<file path="src/rtl/mem_access_unit_pkg.sv">
// Shared types for the MEM-stage access unit: size codes, FSM states, lane constants
// and small helpers for lane selection and alignment checking.
package mem_pkg;

  typedef enum logic [1:0] {
    SZ_BYTE = 2'b00,
    SZ_HALF = 2'b01,
    SZ_WORD = 2'b10,
    SZ_RSVD = 2'b11
  } size_e;

  typedef enum logic {
    IDLE  = 1'b0,
    MERGE = 1'b1
  } state_e;

  localparam logic [1:0] LANE_LO      = 2'b00;
  localparam logic [1:0] LANE_HALF_HI = 2'b10;

  typedef struct packed {
    logic [29:0] idx;
    logic [1:0]  lane;
    size_e       size;
    logic [31:0] data;
  } capture_t;

  // The reserved size code behaves exactly like a word access.
  function automatic size_e norm_size(input logic [1:0] sz);
    size_e r;
    r = (sz == SZ_RSVD) ? SZ_WORD : size_e'(sz);
    return r;
  endfunction

  // Low address bits below the access size are dropped, force-aligning the lane.
  function automatic logic [1:0] lane_of(input logic [1:0] a, input size_e sz);
    logic [1:0] l;
    case (sz)
      SZ_BYTE: l = a;
      SZ_HALF: l = a[1] ? LANE_HALF_HI : LANE_LO;
      default: l = LANE_LO;
    endcase
    return l;
  endfunction

  function automatic logic misaligned(input logic [1:0] a, input size_e sz);
    logic m;
    case (sz)
      SZ_BYTE: m = 1'b0;
      SZ_HALF: m = a[0];
      default: m = (a != 2'b00);
    endcase
    return m;
  endfunction

endpackage

</file>
<file path="src/rtl/mem_access_unit_if.sv">
// Pipeline/memory-side bus of the access unit. With MEM_MISALIGN_TRAP_EN defined the
// bus also carries misalign and misalign_seen.
interface mem_access_unit_if;
  logic        mem_read;
  logic        mem_write;
  logic [1:0]  size;
  logic        sign_ext;
  logic [31:0] addr;
  logic [31:0] store_data;
  logic [31:0] mem_rdata;
  logic [31:0] mem_addr;
  logic [31:0] mem_wdata;
  logic        mem_we;
  logic [31:0] load_data;
  logic        stall;
`ifdef MEM_MISALIGN_TRAP_EN
  logic        misalign;
  logic        misalign_seen;

  modport slave (
    input  mem_read, mem_write, size, sign_ext, addr, store_data, mem_rdata,
    output mem_addr, mem_wdata, mem_we, load_data, stall, misalign, misalign_seen
  );
  modport master (
    output mem_read, mem_write, size, sign_ext, addr, store_data, mem_rdata,
    input  mem_addr, mem_wdata, mem_we, load_data, stall, misalign, misalign_seen
  );
`else
  modport slave (
    input  mem_read, mem_write, size, sign_ext, addr, store_data, mem_rdata,
    output mem_addr, mem_wdata, mem_we, load_data, stall
  );
  modport master (
    output mem_read, mem_write, size, sign_ext, addr, store_data, mem_rdata,
    input  mem_addr, mem_wdata, mem_we, load_data, stall
  );
`endif
endinterface

</file>
<file path="src/rtl/mem_access_unit_lane_merge.sv">
// Combinational lane logic: insert_i=0 extracts and extends a lane of word_i,
// insert_i=1 replaces that lane of word_i with the low bits of op_data_i.
module mem_lane_merge
  import mem_pkg::*;
(
  input  logic        insert_i,
  input  size_e       size_i,
  input  logic [1:0]  lane_i,
  input  logic        sign_ext_i,
  input  logic [31:0] word_i,
  input  logic [31:0] op_data_i,
  output logic [31:0] result_o
);

  logic [7:0]  byte_sel;
  logic [15:0] half_sel;

  always_comb begin
    byte_sel = word_i[{lane_i, 3'b000} +: 8];
    half_sel = lane_i[1] ? word_i[31:16] : word_i[15:0];
    result_o = word_i;
    if (insert_i) begin
      case (size_i)
        SZ_BYTE: result_o[{lane_i, 3'b000} +: 8]     = op_data_i[7:0];
        SZ_HALF: result_o[{lane_i[1], 4'b0000} +: 16] = op_data_i[15:0];
        default: result_o = op_data_i;
      endcase
    end else begin
      case (size_i)
        SZ_BYTE: result_o = {{24{sign_ext_i & byte_sel[7]}}, byte_sel};
        SZ_HALF: result_o = {{16{sign_ext_i & half_sel[15]}}, half_sel};
        default: result_o = word_i;
      endcase
    end
  end

endmodule

</file>
<file path="src/rtl/mem_access_unit.sv">
// MEM-stage access unit: zero-latency extending loads, single-cycle word stores and
// two-cycle read-modify-write sub-word stores. Optional trap: MEM_MISALIGN_TRAP_EN.
module mem_access_unit
  import mem_pkg::*;
(
  input  logic              clk,
  input  logic              rst,
  mem_access_unit_if.slave  bus
);

  state_e      state_q, state_d;
  capture_t    cap_q, cap_d;
  logic [31:0] merge_q, merge_d;
  size_e       sz;
  logic [1:0]  lane;
  logic        is_load, is_store, bad;
  logic [31:0] load_word, merged_word;

  assign sz       = norm_size(bus.size);
  assign lane     = lane_of(bus.addr[1:0], sz);
  assign is_store = bus.mem_write;
  assign is_load  = bus.mem_read & ~bus.mem_write;

`ifdef MEM_MISALIGN_TRAP_EN
  logic seen_q;
  assign bad = ~rst & (state_q == IDLE) & (is_load | is_store) & misaligned(bus.addr[1:0], sz);
  assign bus.misalign      = bad;
  assign bus.misalign_seen = seen_q;

  always_ff @(posedge clk) begin
    if (rst)      seen_q <= 1'b0;
    else if (bad) seen_q <= 1'b1;
  end
`else
  assign bad = 1'b0;
`endif

  mem_lane_merge u_load (
    .insert_i   (1'b0),
    .size_i     (sz),
    .lane_i     (lane),
    .sign_ext_i (bus.sign_ext),
    .word_i     (bus.mem_rdata),
    .op_data_i  (32'h0),
    .result_o   (load_word)
  );

  mem_lane_merge u_store (
    .insert_i   (1'b1),
    .size_i     (cap_q.size),
    .lane_i     (cap_q.lane),
    .sign_ext_i (1'b0),
    .word_i     (merge_q),
    .op_data_i  (cap_q.data),
    .result_o   (merged_word)
  );

  always_comb begin
    bus.mem_addr  = {2'b00, bus.addr[31:2]};
    bus.mem_wdata = '0;
    bus.mem_we    = 1'b0;
    bus.load_data = '0;
    bus.stall     = 1'b0;
    state_d       = state_q;
    cap_d         = cap_q;
    merge_d       = merge_q;
    if (state_q == MERGE) begin
      // Held instruction on the inputs is ignored; only the captured store completes.
      bus.mem_addr  = {2'b00, cap_q.idx};
      bus.mem_wdata = merged_word;
      bus.mem_we    = 1'b1;
      state_d       = IDLE;
    end else if (!bad) begin
      if (is_load) begin
        bus.load_data = load_word;
      end else if (is_store && sz == SZ_WORD) begin
        bus.mem_we    = 1'b1;
        bus.mem_wdata = bus.store_data;
      end else if (is_store) begin
        bus.stall  = 1'b1;
        cap_d.idx  = bus.addr[31:2];
        cap_d.lane = lane;
        cap_d.size = sz;
        cap_d.data = bus.store_data;
        merge_d    = bus.mem_rdata;
        state_d    = MERGE;
      end
    end
    if (rst) begin
      bus.mem_we    = 1'b0;
      bus.mem_wdata = '0;
      bus.load_data = '0;
      bus.stall     = 1'b0;
    end
  end

  always_ff @(posedge clk) begin
    if (rst) begin
      state_q <= IDLE;
      cap_q   <= '0;
      merge_q <= '0;
    end else begin
      state_q <= state_d;
      cap_q   <= cap_d;
      merge_q <= merge_d;
    end
  end

endmodule

</file>
<file path="src/flat_wrapper.sv">
// flat-port wrapper written by rule: the top's interface ports become plain ports
module mem_access_unit_flat import mem_pkg::*;
  (clk, rst, bus_mem_read, bus_mem_write, bus_size, bus_sign_ext, bus_addr, bus_store_data, bus_mem_rdata, bus_mem_addr, bus_mem_wdata, bus_mem_we, bus_load_data, bus_stall);
  mem_access_unit_if bus_i ();
  input  logic clk;
  input  logic rst;
  input wire logic [$bits(bus_i.mem_read)-1:0] bus_mem_read;
  input wire logic [$bits(bus_i.mem_write)-1:0] bus_mem_write;
  input wire logic [$bits(bus_i.size)-1:0] bus_size;
  input wire logic [$bits(bus_i.sign_ext)-1:0] bus_sign_ext;
  input wire logic [$bits(bus_i.addr)-1:0] bus_addr;
  input wire logic [$bits(bus_i.store_data)-1:0] bus_store_data;
  input wire logic [$bits(bus_i.mem_rdata)-1:0] bus_mem_rdata;
  output wire logic [$bits(bus_i.mem_addr)-1:0] bus_mem_addr;
  output wire logic [$bits(bus_i.mem_wdata)-1:0] bus_mem_wdata;
  output wire logic [$bits(bus_i.mem_we)-1:0] bus_mem_we;
  output wire logic [$bits(bus_i.load_data)-1:0] bus_load_data;
  output wire logic [$bits(bus_i.stall)-1:0] bus_stall;
  assign bus_i.mem_read = bus_mem_read;
  assign bus_i.mem_write = bus_mem_write;
  assign bus_i.size = bus_size;
  assign bus_i.sign_ext = bus_sign_ext;
  assign bus_i.addr = bus_addr;
  assign bus_i.store_data = bus_store_data;
  assign bus_i.mem_rdata = bus_mem_rdata;
  assign bus_mem_addr = bus_i.mem_addr;
  assign bus_mem_wdata = bus_i.mem_wdata;
  assign bus_mem_we = bus_i.mem_we;
  assign bus_load_data = bus_i.load_data;
  assign bus_stall = bus_i.stall;
  mem_access_unit u_core (.clk(clk), .rst(rst), .bus(bus_i));
endmodule
</file>
<file path="config.mk">
export PLATFORM = sky130hd
export DESIGN_NAME = mem_access_unit_flat
export DESIGN_NICKNAME = d
export VERILOG_FILES = /design/src/rtl/mem_access_unit_pkg.sv /design/src/rtl/mem_access_unit_if.sv /design/src/rtl/mem_access_unit_lane_merge.sv /design/src/rtl/mem_access_unit.sv /design/src/flat_wrapper.sv
export SDC_FILE = /design/constraint.sdc
export NUM_CORES = 1
export LEC_CHECK = 0
export CAP_MARGIN = 0
export CORE_MARGIN = 1.5
export CORE_UTILIZATION = 47
export CTS_CLUSTER_DIAMETER = 40
export DETAILED_ROUTE_END_ITERATION = 10
export PLACE_DENSITY_LB_ADDON = 0.25
export SYNTH_ARGS = -nofsm -noshare
export SYNTH_HDL_FRONTEND = slang
export SYNTH_SLANG_ARGS = --single-unit
</file>
<file path="constraint.sdc">
create_clock -name clk -period 3.62 [get_ports clk]
set_clock_uncertainty 0.05 [all_clocks]
set_input_delay 0.724 -clock clk [delete_from_list [all_inputs] [get_ports clk]]
set_output_delay 0.724 -clock clk [all_outputs]
set_load 0.02 [all_outputs]
</file>
== Yosys cells after proc, flatten, opt, wreduce, memory -nomap -nowiden ==
Index checks and enable logic that the tools add are counted.

* Register bits after elaboration: 99
* Output and inout port bits: 98
* Logic and storage cells: 53

* $add $sub $neg: 2
* Eq/ne operators: 4
* Shift operators: 5
* Mux-type cells: 25
* Bitwise gates (word level): 7
* Reduce and logical (&&, ||, !) cells: 4

{| class="wikitable"
|+ Operators with widths
! operator !! number
|-
| $mux 32 || 7
|-
| $pmux 32 s2 || 2
|-
| $bwmux 32 || 2
|-
| $shift 16x7->32 const A || 1
|-
| $shift 8x7->32 const A || 1
|-
| $shiftx 16x7->32 || 1
|-
| $shiftx 32x6->8 || 1
|-
| $shiftx 8x7->32 || 1
|-
| $mux 30 || 1
|-
| $mux 16 || 1
|-
| $neg 5->7 || 2
|-
| $mux 1 || 9
|-
| $eq 2x1->1 const B || 2
|-
| $eq 2x2->1 const B || 2
|-
| $logic_not 2->1 || 2
|-
| $mux 2 || 2
|-
| $not 1->1 || 4
|-
| $pmux 2 s2 || 1
|-
| $reduce_and 4->1 || 1
|-
| $and 1x1->1 || 3
|-
| $logic_and 1x1->1 || 1
|}

== Longest topological paths before layout ==
Gate-level depths: netlist of the first run.

* Depth after elaboration: 10
* Depth in mapped cells: 8
* Depth with buffers taken out: 6

== Cells and area by module ==
Synthesis of the first run repeated with hierarchy kept, for this count alone.

* Cell total of the unflattened synthesis: 1227
* Area total of the unflattened synthesis: 9844.4 µm²

{| class="wikitable"
|+ Modules (own cells, without submodules)
! module !! instances !! cells each !! area an instance (µm²) !! sequential area each (µm²)
|-
| mem_access_unit || 1 || 579 || 5527.8 || 1981.9
|-
| mem_lane_merge || 2 || 324 || 2158.3 || 0.0
|}

== Least setup slack after synthesis of the first run ==
Ideal clock, no wire load.

* Kind: register to output
* Start point: register u_core.cap_q[34] (netlist name)
* End point: output port bus_mem_wdata[10]
* Arrival: 2578 ps
* Path slack: 268 ps
* Stages on the path, launching flop included: 9
* Buffers on the path: 2
* Cell sequence: dfxtp_1 -> clkbuf_1 -> inv_1 -> ha_1 -> or3b_2 -> buf_2 -> nor3_4 -> a221oi_1 -> o31ai_1

* Cells in the longest elaborated chain, start to end: 6
* Elaborated cells on any way between the ends: 7

{| class="wikitable"
|+ Ends and longest elaborated chain
! item !! RTL line !! source
|-
| start, declared || mem_access_unit.sv:12 || <nowiki>capture_t cap_q, cap_d;</nowiki>
|-
| start signal, assigned || mem_access_unit.sv:104 || <nowiki>cap_q <= cap_d;</nowiki>
|-
| $neg 5->7 (*) || mem_access_unit_lane_merge.sv:24 || <nowiki>SZ_BYTE: result_o[{lane_i, 3'b000} +: 8] = op_data_i[7:0];</nowiki>
|-
| $shiftx 8x7->32 or $shift 8x7->32 (tied branches) || mem_access_unit_lane_merge.sv:24 ||
|-
| $bwmux 32 (*) || mem_access_unit_lane_merge.sv:24 ||
|-
| $pmux 32 s2 (*) || mem_access_unit_lane_merge.sv:23 || <nowiki>case (size_i)</nowiki>
|-
| $mux 32 (*) || mem_access_unit.sv:67 || <nowiki>if (state_q == MERGE) begin</nowiki>
|-
| $mux 32 (*) || mem_access_unit.sv:89 || <nowiki>if (rst) begin</nowiki>
|-
| end, declared || flat_wrapper.sv:15 || <nowiki>output wire logic [$bits(bus_i.mem_wdata)-1:0] bus_mem_wdata;</nowiki>
|}

Mark *: on every way between the ends. The rest lies on a longest branch, timed or not.

== Worst setup path after layout of the first run ==
* Start point: input port bus_mem_read
* End point: output port bus_load_data[30]

* Cells in the longest elaborated chain, start to end: 4

{| class="wikitable"
|+ Ends and longest elaborated chain
! item !! RTL line !! source
|-
| start, declared || flat_wrapper.sv:7 || <nowiki>input wire logic [$bits(bus_i.mem_read)-1:0] bus_mem_read;</nowiki>
|-
| $and 1x1->1 || mem_access_unit.sv:22 || <nowiki>assign is_load = bus.mem_read & ~bus.mem_write;</nowiki>
|-
| $mux 32 || mem_access_unit.sv:74 || <nowiki>if (is_load) begin</nowiki>
|-
| $mux 32 || mem_access_unit.sv:67 ||
|-
| $mux 32 || mem_access_unit.sv:89 ||
|-
| end, declared || flat_wrapper.sv:17 || <nowiki>output wire logic [$bits(bus_i.load_data)-1:0] bus_load_data;</nowiki>
|}

No other way between the ends.

==> flow_metrics.py, run 1 <==
metrics = {
    "run_status": {
        "outcome": "finished clean",
    },
    "grt": {
        "gr-total-overflow": 0,
        "grt_pass1_wl_um": 33400,
        "grt_pass1_vias": 6393,
        "antenna_found_initial": 0,
        "grt_max_degree": 98,
        "grt_use_total_pct": 29.9,
    },
    "finish": {
        "area_growth_syn_to_layout_pct": 41.0,
        "nNetsFinal": 1124,
        "fin_cells": 1196,
        "final_cell_mix": "212 x nand2_1, 134 x clkdlybuf4s50_1, 112 x a21oi_1",
        "diodes": 0,
        "drive_gt1_share_pct": 14.5,
        "layout_commonest_cell": "nand2_1",
        "fillCellCount": 1147,
    },
    "setup_path": {
        "startpoint_type": "primary input",
        "crit_family": "buffers and inverters",
        "cp.required_ns": 2.85,
        "cp_num_buf_inv": 4,
        "cp.arrival_ns": 2.81,
        "worstSetupPathType": "in -> out",
        "critical-path-slowest-cell": "clkdlybuf4s50_1",
        "endpoint_kind": "primary output",
        "max_stage_delay_ns": 0.46,
        "crit_cells": 8,
        "r2r_cells": 5,
        "worst-path-max-fanout": 16,
        "path_cells": "clkdlybuf4s50_1 > or3b_4 > buf_4 > nor4_1 > nor2_1 > buf_12 > a2bb2oi_2 > dlygate4sd2_1",
    },
    "routing": {
        "vias": 6969,
        "via_per_inst": 5.83,
        "dr.pass1.iters": 5,
        "drt_wl_total_um": 21400,
        "drt-wirelength-per-cell_um": 17.9,
        "drtAntennaViolNets": 0,
        "drc": 0,
        "drt-initial-drc-count": 651,
    },
    "logic_synthesis": {
        "synth_top_cell_by_area": "dfxtp_1",
        "postSynthCellCount": 834,
        "synth_edf_count": 0,
        "synthMuxAreaShare_pct": 10.6,
        "ys_seq_area_share_pct": 31.4,
        "synth_xor_area_share_pct": 0,
        "synthDistinctLibCells": 43,
        "synthSimpleGateAreaFrac_pct": 22.1,
        "synth_area_per_cell_sq_um": 7.56,
        "ys_warn_count": 0,
        "async_reset_ff_share_pct": 0,
        "netlist_area_sq_um": 6310,
        "synth_top_family_by_area": "compound AO/OA/AOI/OAI gates",
        "synth_top_area_share_pct": 31.4,
        "synth_compound_area_share_pct": 28.2,
        "synthAdderAreaFrac_pct": 0.992,
        "ys_seq_elements": 99,
        "synth_ff_type": "dfxtp_1",
        "synth_area_leaders": "dfxtp_1 31%, nand2_1 13%, a21oi_1 8.9%",
    },
    "placement": {
        "io_buffer_count": 198,
        "place.gp.congestion": 0.956,
        "dpl.hpwl_um": 15200,
        "dpl.cell_count": 1174,
    },
    "timing": {
        "fin_crit_sh_pct": 99.1,
        "fmax_mhz": 279,
        "worst_pin_slew_ns": 1.03,
        "worst_slew_margin_rel_pct": 31.4,
        "min_period_ns": 3.59,
        "drv_slew": 0,
        "setup_viol": 0,
        "fin_setup_tns_ns": 0,
        "final_hold_viol_count": 0,
    },
    "power": {
        "power_density_nw_per_um2": 328,
        "p_leak_nw": 3.49,
        "p_seq_share_pct": 40.7,
        "p_int_mw": 2.08,
        "combinationalPowerShare_pct": 24.6,
        "clock_power_share_pct": 34.7,
        "ir_drop_mv": 0.235,
        "p_sw_mw": 0.834,
        "p_sw_share_pct": 28.6,
    },
    "cts": {
        "cts_buffer_depth": 2,
        "cts_sinks": 99,
        "numCtsBuffers": 9,
        "clock-root-buffer": "clkbuf_16",
        "clock_latency_ns": 0.35,
        "clk_pin_slew_worst_paths_ns": 0.06,
        "tritoncts": "built",
        "cts_max_level": 3,
        "holdBufCountCts": 0,
    },
    "hold_path": {
        "hold_depth": 2,
        "hold_path_class": "reg -> reg",
    },
    "floorplan": {
        "die-width_um": 119,
        "ios": 201,
        "start_util_pct": 47.8,
        "core-area_sq_um": 13200,
        "placementRows": 42,
        "fp.dieH_um": 119,
        "dieArea_sq_um": 14100,
    },
    "run": {
        "cap_violations": 0,
    },
}
==> registers in the layout (all words and copies together), names as in the netlist <==
signal,flops
u_core.state_q,1
u_core.merge_q,32
u_core.cap_q,66
==> repair_timing <==
action	4_1_cts	5_1_grt
pin swaps	2	1
endpoints found under the setup margin	58	18
gates resized for setup	63	28
buffers inserted	4	2
gates cloned	1	0
==> stage by stage <==
| step | hold WS [ns] | worst slack, ns | cell area [sq um] | util [%] | power, mW |
|---|---|---|---|---|---|
| floorplan | 0.383 | 0.268 | 6310 | - | 1.58 |
| global placement | 0.390 | -0.219 | 8590 | 65.1 | 1.92 |
| detailed placement | 0.398 | -0.235 | 8590 | 65.1 | 1.93 |
| CTS | 0.406 | 0.0346 | 8880 | 67.3 | 2.93 |
| global route | 0.418 | -0.0684 | 8890 | 67.4 | 3.04 |
| finish | 0.400 | 0.0323 | 8890 | 67.4 | 2.91 |
==> worst paths after layout <==
path / slack, ns / endpoint / startpoint
setup / recovery: 0.03 / bus_load_data[30] / bus_mem_read
hold / removal: 0.40 / u_core.cap_q[42] / u_core.cap_q[42]
setup reg to reg: 1.53 / u_core.cap_q[21] / u_core.state_q
hold reg to reg: 0.40 / u_core.cap_q[42] / u_core.cap_q[42]
==> power groups by stage <==
stage	registers, mW	clock network (mW)	logic, mW
6_report	1.19	1.01	0.717
5_1_grt	1.19	1.08	0.767
4_1_cts	1.18	1.03	0.713
3_5_place_dp	1.21	0	0.721
3_3_place_gp	1.21	0	0.715
2_1_floorplan	1.19	0	0.393
==> logic make-up (layout without fill, tap and decap cells) <==
logic type,Yosys count,in the layout
fa+ha+maj,5,5
mux,62,62
compound gates,260,260
simple gates,307,308
buf+inv,100,284
other cells,1,2
flops,99,99
==> cell usage after synthesis, types with 2 or more instances <==
| cell | number |
|---|---|
| nand2b_1 | 16 |
| nand4b_1 | 8 |
| o22ai_1 | 17 |
| o31ai_1 | 13 |
| mux2_2 | 38 |
| o221ai_1 | 12 |
| ha_1 | 5 |
| nand3b_1 | 9 |
| o211ai_1 | 9 |
| a211oi_1 | 4 |
| o21a_1 | 4 |
| clkbuf_1 | 66 |
| o211a_1 | 2 |
| nor2b_1 | 22 |
| nand2_1 | 212 |
| or2_2 | 4 |
| a221oi_1 | 16 |
| a21oi_1 | 112 |
| nor2_1 | 27 |
| a31oi_1 | 16 |
| mux2i_1 | 24 |
| dfxtp_1 | 99 |
| inv_1 | 16 |
| a2bb2oi_2 | 10 |
| buf_6 | 3 |
| o21ai_0 | 12 |
| o221a_2 | 8 |
| buf_2 | 12 |
| buf_4 | 2 |
| a2bb2oi_1 | 21 |
| a32o_1 | 3 |
==> layout make-up <==
type | count | area (sq um) | share of cell area, %
Multi-Input combinational cell | 637 | 3950 | 44.4
Timing Repair Buffer | 252 | 2370 | 26.6
Inverter | 17 | 63.8 | 0.718
Clock buffer | 12 | 267 | 3.00
Clock inverter | 3 | 46.3 | 0.521
Sequential cell | 99 | 1980 | 22.3
Tap cell | 176 | 220 | 2.48
==> metal layers <==
metal  vias to the layer above  global-route usage (%)  wire length, um
met4                         0                    14.4              881
li1                       3331                       -                -
met1                      3277                    38.1             8830
met3                        63                    8.52             1730
met5                         -                       0                0
met2                       298                    46.6             9960
==> worst min-delay path: cells and delay by family, from the launching register on <==
kind            cells  cell delay (ns)
flops               1             0.31
compound gates      1             0.05
simple gates        1             0.05
(Power assumes the default switching activity.)
==> inputs of run 2 (changes only) <==
CORE_UTILIZATION = 43   (was 47)
CTS_BUF_LIST = sky130_fd_sc_hd__clkbuf_8 sky130_fd_sc_hd__clkbuf_16   (was default)
REMOVE_ABC_BUFFERS = 1   (was default)
clock period = 3.1 ns   (was 3.62 ns; I/O delays follow)
==> flow_metrics.py, run 2 (synthesized netlist as in run 1, its figures left out) <==
metrics = {
    "placement": {
        "io_buffer_count": 198,
        "dpl.cell_count": 1212,
        "place.gp.congestion": 0.915,
        "dpl.hpwl_um": 15900,
    },
    "setup_path": {
        "cp.required_ns": 2.43,
        "cpMostUsedCell": "buf_6",
        "crit_family": "buffers and inverters",
        "worst-path-max-fanout": 9,
        "endpoint_kind": "primary output",
        "cp.arrival_ns": 2.45,
        "worstSetupPathType": "reg -> out",
        "startpoint_type": "flip-flop",
        "path_cells": "inv_2 > ha_4 > buf_4 > buf_6 > nor4bb_4 > buf_6 > a221oi_1 > a211oi_1 > o21a_1 > clkdlybuf4s15_2",
        "crit_cells": 10,
        "r2r_cells": 7,
        "max_stage_delay_ns": 0.35,
        "cp_num_buf_inv": 5,
        "critical-path-slowest-cell": "dfxtp_2",
        "r2r_start": "u_core.state_q",
        "cp-startpoint": "u_core.cap_q[35]",
    },
    "grt": {
        "gr-total-overflow": 0,
        "grt_pass1_wl_um": 34500,
        "grt_max_degree": 98,
        "grt_pass1_vias": 6556,
        "grt_use_total_pct": 28.9,
        "antenna_found_initial": 0,
    },
    "timing": {
        "setup_viol": 1,
        "fin_crit_sh_pct": 101,
        "rsz0062_at_grt": "true",
        "fmax_mhz": 321,
        "min_period_ns": 3.12,
        "fin_setup_tns_ns": -0.0157,
        "drv_slew": 0,
        "final_hold_viol_count": 0,
        "fin_ws_ns": -0.0157,
        "worst_pin_slew_ns": 1.06,
        "worst_slew_margin_rel_pct": 29.5,
    },
    "power": {
        "combinationalPowerShare_pct": 25.2,
        "total_power_mw": 3.50,
        "power_density_nw_per_um2": 382,
        "p_sw_mw": 1.00,
        "clock_power_share_pct": 35.3,
        "p_sw_share_pct": 28.6,
        "p_int_mw": 2.50,
        "ir_drop_mv": 0.251,
        "p_leak_nw": 3.55,
        "p_seq_share_pct": 39.5,
    },
    "cts": {
        "clk_pin_slew_worst_paths_ns": 0.07,
        "clock-root-buffer": "clkbuf_16",
        "cts_buffer_depth": 2,
        "clock_latency_ns": 0.35,
        "numCtsBuffers": 9,
        "tritoncts": "built",
        "cts_max_level": 3,
        "holdBufCountCts": 0,
        "cts_sinks": 99,
    },
    "finish": {
        "nNetsFinal": 1155,
        "drive_gt1_share_pct": 22.3,
        "layout_commonest_cell": "nand2_1",
        "largest_register_ffs": 66,
        "largest_register": "u_core.cap_q",
        "fillCellCount": 1324,
        "fin_cells": 1236,
        "area_growth_syn_to_layout_pct": 45.3,
        "final_cell_mix": "212 x nand2_1, 126 x clkdlybuf4s50_1, 112 x a21oi_1",
        "diodes": 0,
        "register_area_sq_um": 1990,
        "multi_input_area_sq_um": 4050,
        "top_regs": "u_core.cap_q: 66 flops, u_core.merge_q: 32 flops, u_core.state_q: 1 flops",
    },
    "floorplan": {
        "ios": 201,
        "fp.dieH_um": 124,
        "die-width_um": 124,
        "dieArea_sq_um": 15400,
        "core-area_sq_um": 14400,
        "placementRows": 44,
        "start_util_pct": 43.7,
    },
    "routing": {
        "drc": 0,
        "drt-initial-drc-count": 542,
        "vias": 7005,
        "drtAntennaViolNets": 0,
        "drt_wl_total_um": 22500,
        "drt-wirelength-per-cell_um": 18.2,
        "dr.pass1.iters": 4,
        "via_per_inst": 5.67,
    },
    "hold_path": {
        "worstHoldStart": "u_core.cap_q[64]",
        "hold_path_class": "reg -> reg",
        "hold_depth": 2,
    },
    "run_status": {
        "outcome": "complete, but fails checks",
        "violations": "negative setup slack",
    },
    "run": {
        "cap_violations": 0,
    },
}
run 2: changes by cell type in the layout (fill, tap and decap cells not counted), moves of 3 or more:
cell             previous run  this run
buf_6                       0         7
a2bb2oi_2                  10        13
buf_2                       1        15
a2bb2oi_1                  21        18
dlygate4sd2_1              46        20
clkdlybuf4s15_2             0         5
clkbuf_2                    6        15
clkdlybuf4s50_1           134       126
buf_4                      49        84
run 2: timing repair:
item	CTS	global route
resized for setup	177	67
setup endpoints to repair	80	50
pin swaps	10	11
gates cloned	1	0
hold endpoints to repair	0	0
buffers inserted	5	2
run 2: layout make-up:
cell class / instances / area share, %
tap: 184 / 2.51
clock buffer: 10 / 2.61
multi-input combinational: 637 / 44.2
sequential: 99 / 21.7
timing repair buffer: 283 / 27.3
inverter: 17 / 0.724
clock inverter: 6 / 0.970
run 2: power by group through the flow:
stage	Clock, mW	Combinational [mW]	Sequential (mW)
after global placement	0	0.864	1.41
after floorplan	0	0.402	1.40
after CTS	1.25	0.864	1.38
after global routing	1.31	0.949	1.39
after detailed placement	0	0.868	1.41
final	1.23	0.883	1.38
run 2: final timing paths:
check	endpoint	slack (ns)
worst max-delay path	bus_mem_wdata[3]	-0.02
worst min-delay path	u_core.cap_q[64]	0.40
worst max register to register	u_core.cap_q[54]	0.66
worst min register to register	u_core.cap_q[64]	0.40
run 2: metrics by stage:
step                      setup slack [ns]  util, %  hold WS [ns]  cell area, sq um
after detailed placement            -0.569     61.0         0.395              8800
after global routing               -0.0889     63.5         0.421              9160
after CTS                          -0.0913     63.6         0.406              9170
final                              -0.0157     63.5         0.403              9160
after floorplan                      -1.62        -         0.377              5950
after global placement              -0.518     61.0         0.389              8800
run 2: metal layers:
metal / up-vias / global-route usage (%) / wire length [um]
li1: 3402 / - / -
met1: 3278 / 38.2 / 9710
met2: 266 / 46.3 / 10700
met3: 59 / 3.48 / 1180
met4: 0 / 15.0 / 928
met5: - / 0 / 0
run 2: worst reg2reg max path: cells and delay by family (launching register included):
kind / cells / cell delay [ns]
buffers and inverters: 3 / 1.26
AND/OR/NAND/NOR: 3 / 0.48
flip-flops: 1 / 0.38
AO/OA/AOI/OAI: 1 / 0.19
==> inputs of run 3 (changes only) <==
CORE_UTILIZATION = 47   (was 43)
clock period = 3.15 ns   (was 3.1 ns; I/O delays follow)
==> flow_metrics.py, run 3 (synthesized netlist as in run 1, its figures left out) <==
metrics = {
    "routing": {
        "drc": 0,
        "via_per_inst": 5.79,
        "dr.pass1.iters": 5,
        "vias": 7056,
        "drt-wirelength-per-cell_um": 18.0,
        "drt_wl_total_um": 21900,
        "drtAntennaViolNets": 0,
        "drt-initial-drc-count": 606,
    },
    "cts": {
        "cts_buffer_depth": 2,
        "cts_sinks": 99,
        "clock-root-buffer": "clkbuf_16",
        "numCtsBuffers": 9,
        "cts_max_level": 3,
        "tritoncts": "built",
        "clk_pin_slew_worst_paths_ns": 0.06,
        "clock_latency_ns": 0.35,
    },
    "timing": {
        "min_period_ns": 3.10,
        "drv_slew": 0,
        "worst_pin_slew_ns": 0.812,
        "fmax_mhz": 322,
        "final_hold_viol_count": 0,
        "fin_ws_ns": 0.0467,
        "fin_setup_tns_ns": 0,
        "rsz0062_at_grt": "true",
        "worst_slew_margin_rel_pct": 45.9,
        "fin_crit_sh_pct": 98.5,
        "setup_viol": 0,
    },
    "finish": {
        "final_cell_mix": "212 x nand2_1, 126 x clkdlybuf4s50_1, 112 x a21oi_1",
        "area_growth_syn_to_layout_pct": 42.3,
        "diodes": 0,
        "largest_register": "u_core.cap_q",
        "largest_register_ffs": 66,
        "layout_commonest_cell": "nand2_1",
        "fin_cells": 1218,
        "final_cell_area_sq_um": 8980,
        "nNetsFinal": 1145,
        "drive_gt1_share_pct": 21.2,
        "top_regs": "u_core.cap_q: 66 flops, u_core.merge_q: 32 flops, u_core.state_q: 1 flops",
    },
    "floorplan": {
        "start_util_pct": 47.8,
        "die-width_um": 119,
        "core-area_sq_um": 13200,
        "ios": 201,
        "fp.dieH_um": 119,
        "dieArea_sq_um": 14100,
        "placementRows": 42,
    },
    "grt": {
        "grt_pass1_vias": 6585,
        "gr-total-overflow": 0,
        "grt_pass1_wl_um": 34200,
        "antenna_found_initial": 0,
        "grt_use_total_pct": 30.5,
        "grt_max_degree": 76,
    },
    "power": {
        "p_sw_mw": 0.957,
        "power_density_nw_per_um2": 376,
        "ir_drop_mv": 0.256,
        "p_sw_share_pct": 28.4,
        "p_leak_nw": 3.51,
        "combinationalPowerShare_pct": 25.1,
        "clock_power_share_pct": 34.5,
        "p_seq_share_pct": 40.4,
        "p_int_mw": 2.41,
    },
    "placement": {
        "dp_worst_setup_slack_ns": -0.566,
        "dpl_cell_area_sq_um": 8750,
        "io_buffer_count": 198,
        "dpl.hpwl_um": 15900,
        "place.gp.congestion": 1.02,
        "dpl.cell_count": 1194,
    },
    "setup_path": {
        "r2r_cells": 7,
        "reg2reg_slack_ns": 1.12,
        "r2r_start": "u_core.state_q",
        "endpoint_kind": "primary output",
        "r2r-end": "u_core.cap_q[59]",
        "worstSetupPathType": "in -> out",
        "cp.arrival_ns": 2.42,
        "worst-path-max-fanout": 7,
        "startpoint_type": "primary input",
        "cp.required_ns": 2.47,
    },
    "run_status": {
        "outcome": "finished clean",
    },
    "hold_path": {
        "hold_depth": 2,
        "hold_path_class": "reg -> reg",
        "min_to": "u_core.cap_q[58]",
        "worstHoldStart": "u_core.cap_q[58]",
    },
    "run": {
        "cap_violations": 0,
    },
}
[run 3: changes by cell type in the layout (fill, tap and decap cells not counted), moves of 4 or more]
cell,change
buf_2,+4
dlygate4sd2_1,-4
clkbuf_2,+12
buf_4,-17
clkdlybuf4s15_2,-5
[run 3: how the worst max path moves through the flow]
stage,start,end,slack (ns)
2_1_floorplan,u_core.state_q,u_core.cap_q[0],-1.57
3_3_place_gp,bus_mem_read,bus_load_data[19],-0.50
3_5_place_dp,bus_mem_read,bus_load_data[17],-0.57
4_1_cts,bus_mem_read,bus_load_data[27],-0.07
5_1_grt,u_core.cap_q[34],bus_mem_wdata[7],0.009
6_report,bus_addr[1],bus_load_data[25],0.05
[run 3: per-stage QoR]
step / util, % / hold WS, ns / power [mW]
2_1_floorplan: - / 0.377 / 1.78
3_3_place_gp: 66.4 / 0.389 / 2.22
3_5_place_dp: 66.4 / 0.397 / 2.23
4_1_cts: 68.6 / 0.406 / 3.38
5_1_grt: 68.1 / 0.422 / 3.50
6_report: 68.1 / 0.404 / 3.37
[run 3: cell type report]
type,count,area (sq um)
Fill cell,1181,4210
Multi-Input combinational cell,637,4000
Timing Repair Buffer,273,2390
Sequential cell,99,1990
Clock buffer,9,225
Tap cell,176,220
Clock inverter,7,86.3
Inverter,17,66.3
[run 3: repair_timing]
| action | in CTS | in global routing |
|---|---|---|
| setup endpoints to repair | 92 | 74 |
| buffers inserted | 6 | 1 |
| hold buffers | 0 | 0 |
| pin swaps | 6 | 13 |
| resized for setup | 167 | 71 |
| cloned | 1 | 0 |
[run 3: metal layers]
layer	global-route usage, %	vias to the layer above	share of wire (%)
met2	50.2	276	46
met4	16.5	0	5.6
met5	0	-	0
met1	37.9	3309	42
li1	-	3385	-
met3	5.60	86	6.1
[run 3: power by group through the flow]
stage	clock (mW)	sequential [mW]	combinational, mW
after detailed placement	0	1.39	0.847
after CTS	1.18	1.36	0.838
final	1.16	1.36	0.846
after global routing	1.23	1.37	0.907
after floorplan	0	1.38	0.395
after global placement	0	1.38	0.837
[run 3: worst max-delay path: stages]
cell	delay [ns]
dlygate4sd2_1	0.29
nor2b_4	0.15
o211a_1	0.26
or4_4	0.64
buf_6	0.17
a2bb2oi_2	0.11
buf_2	0.17
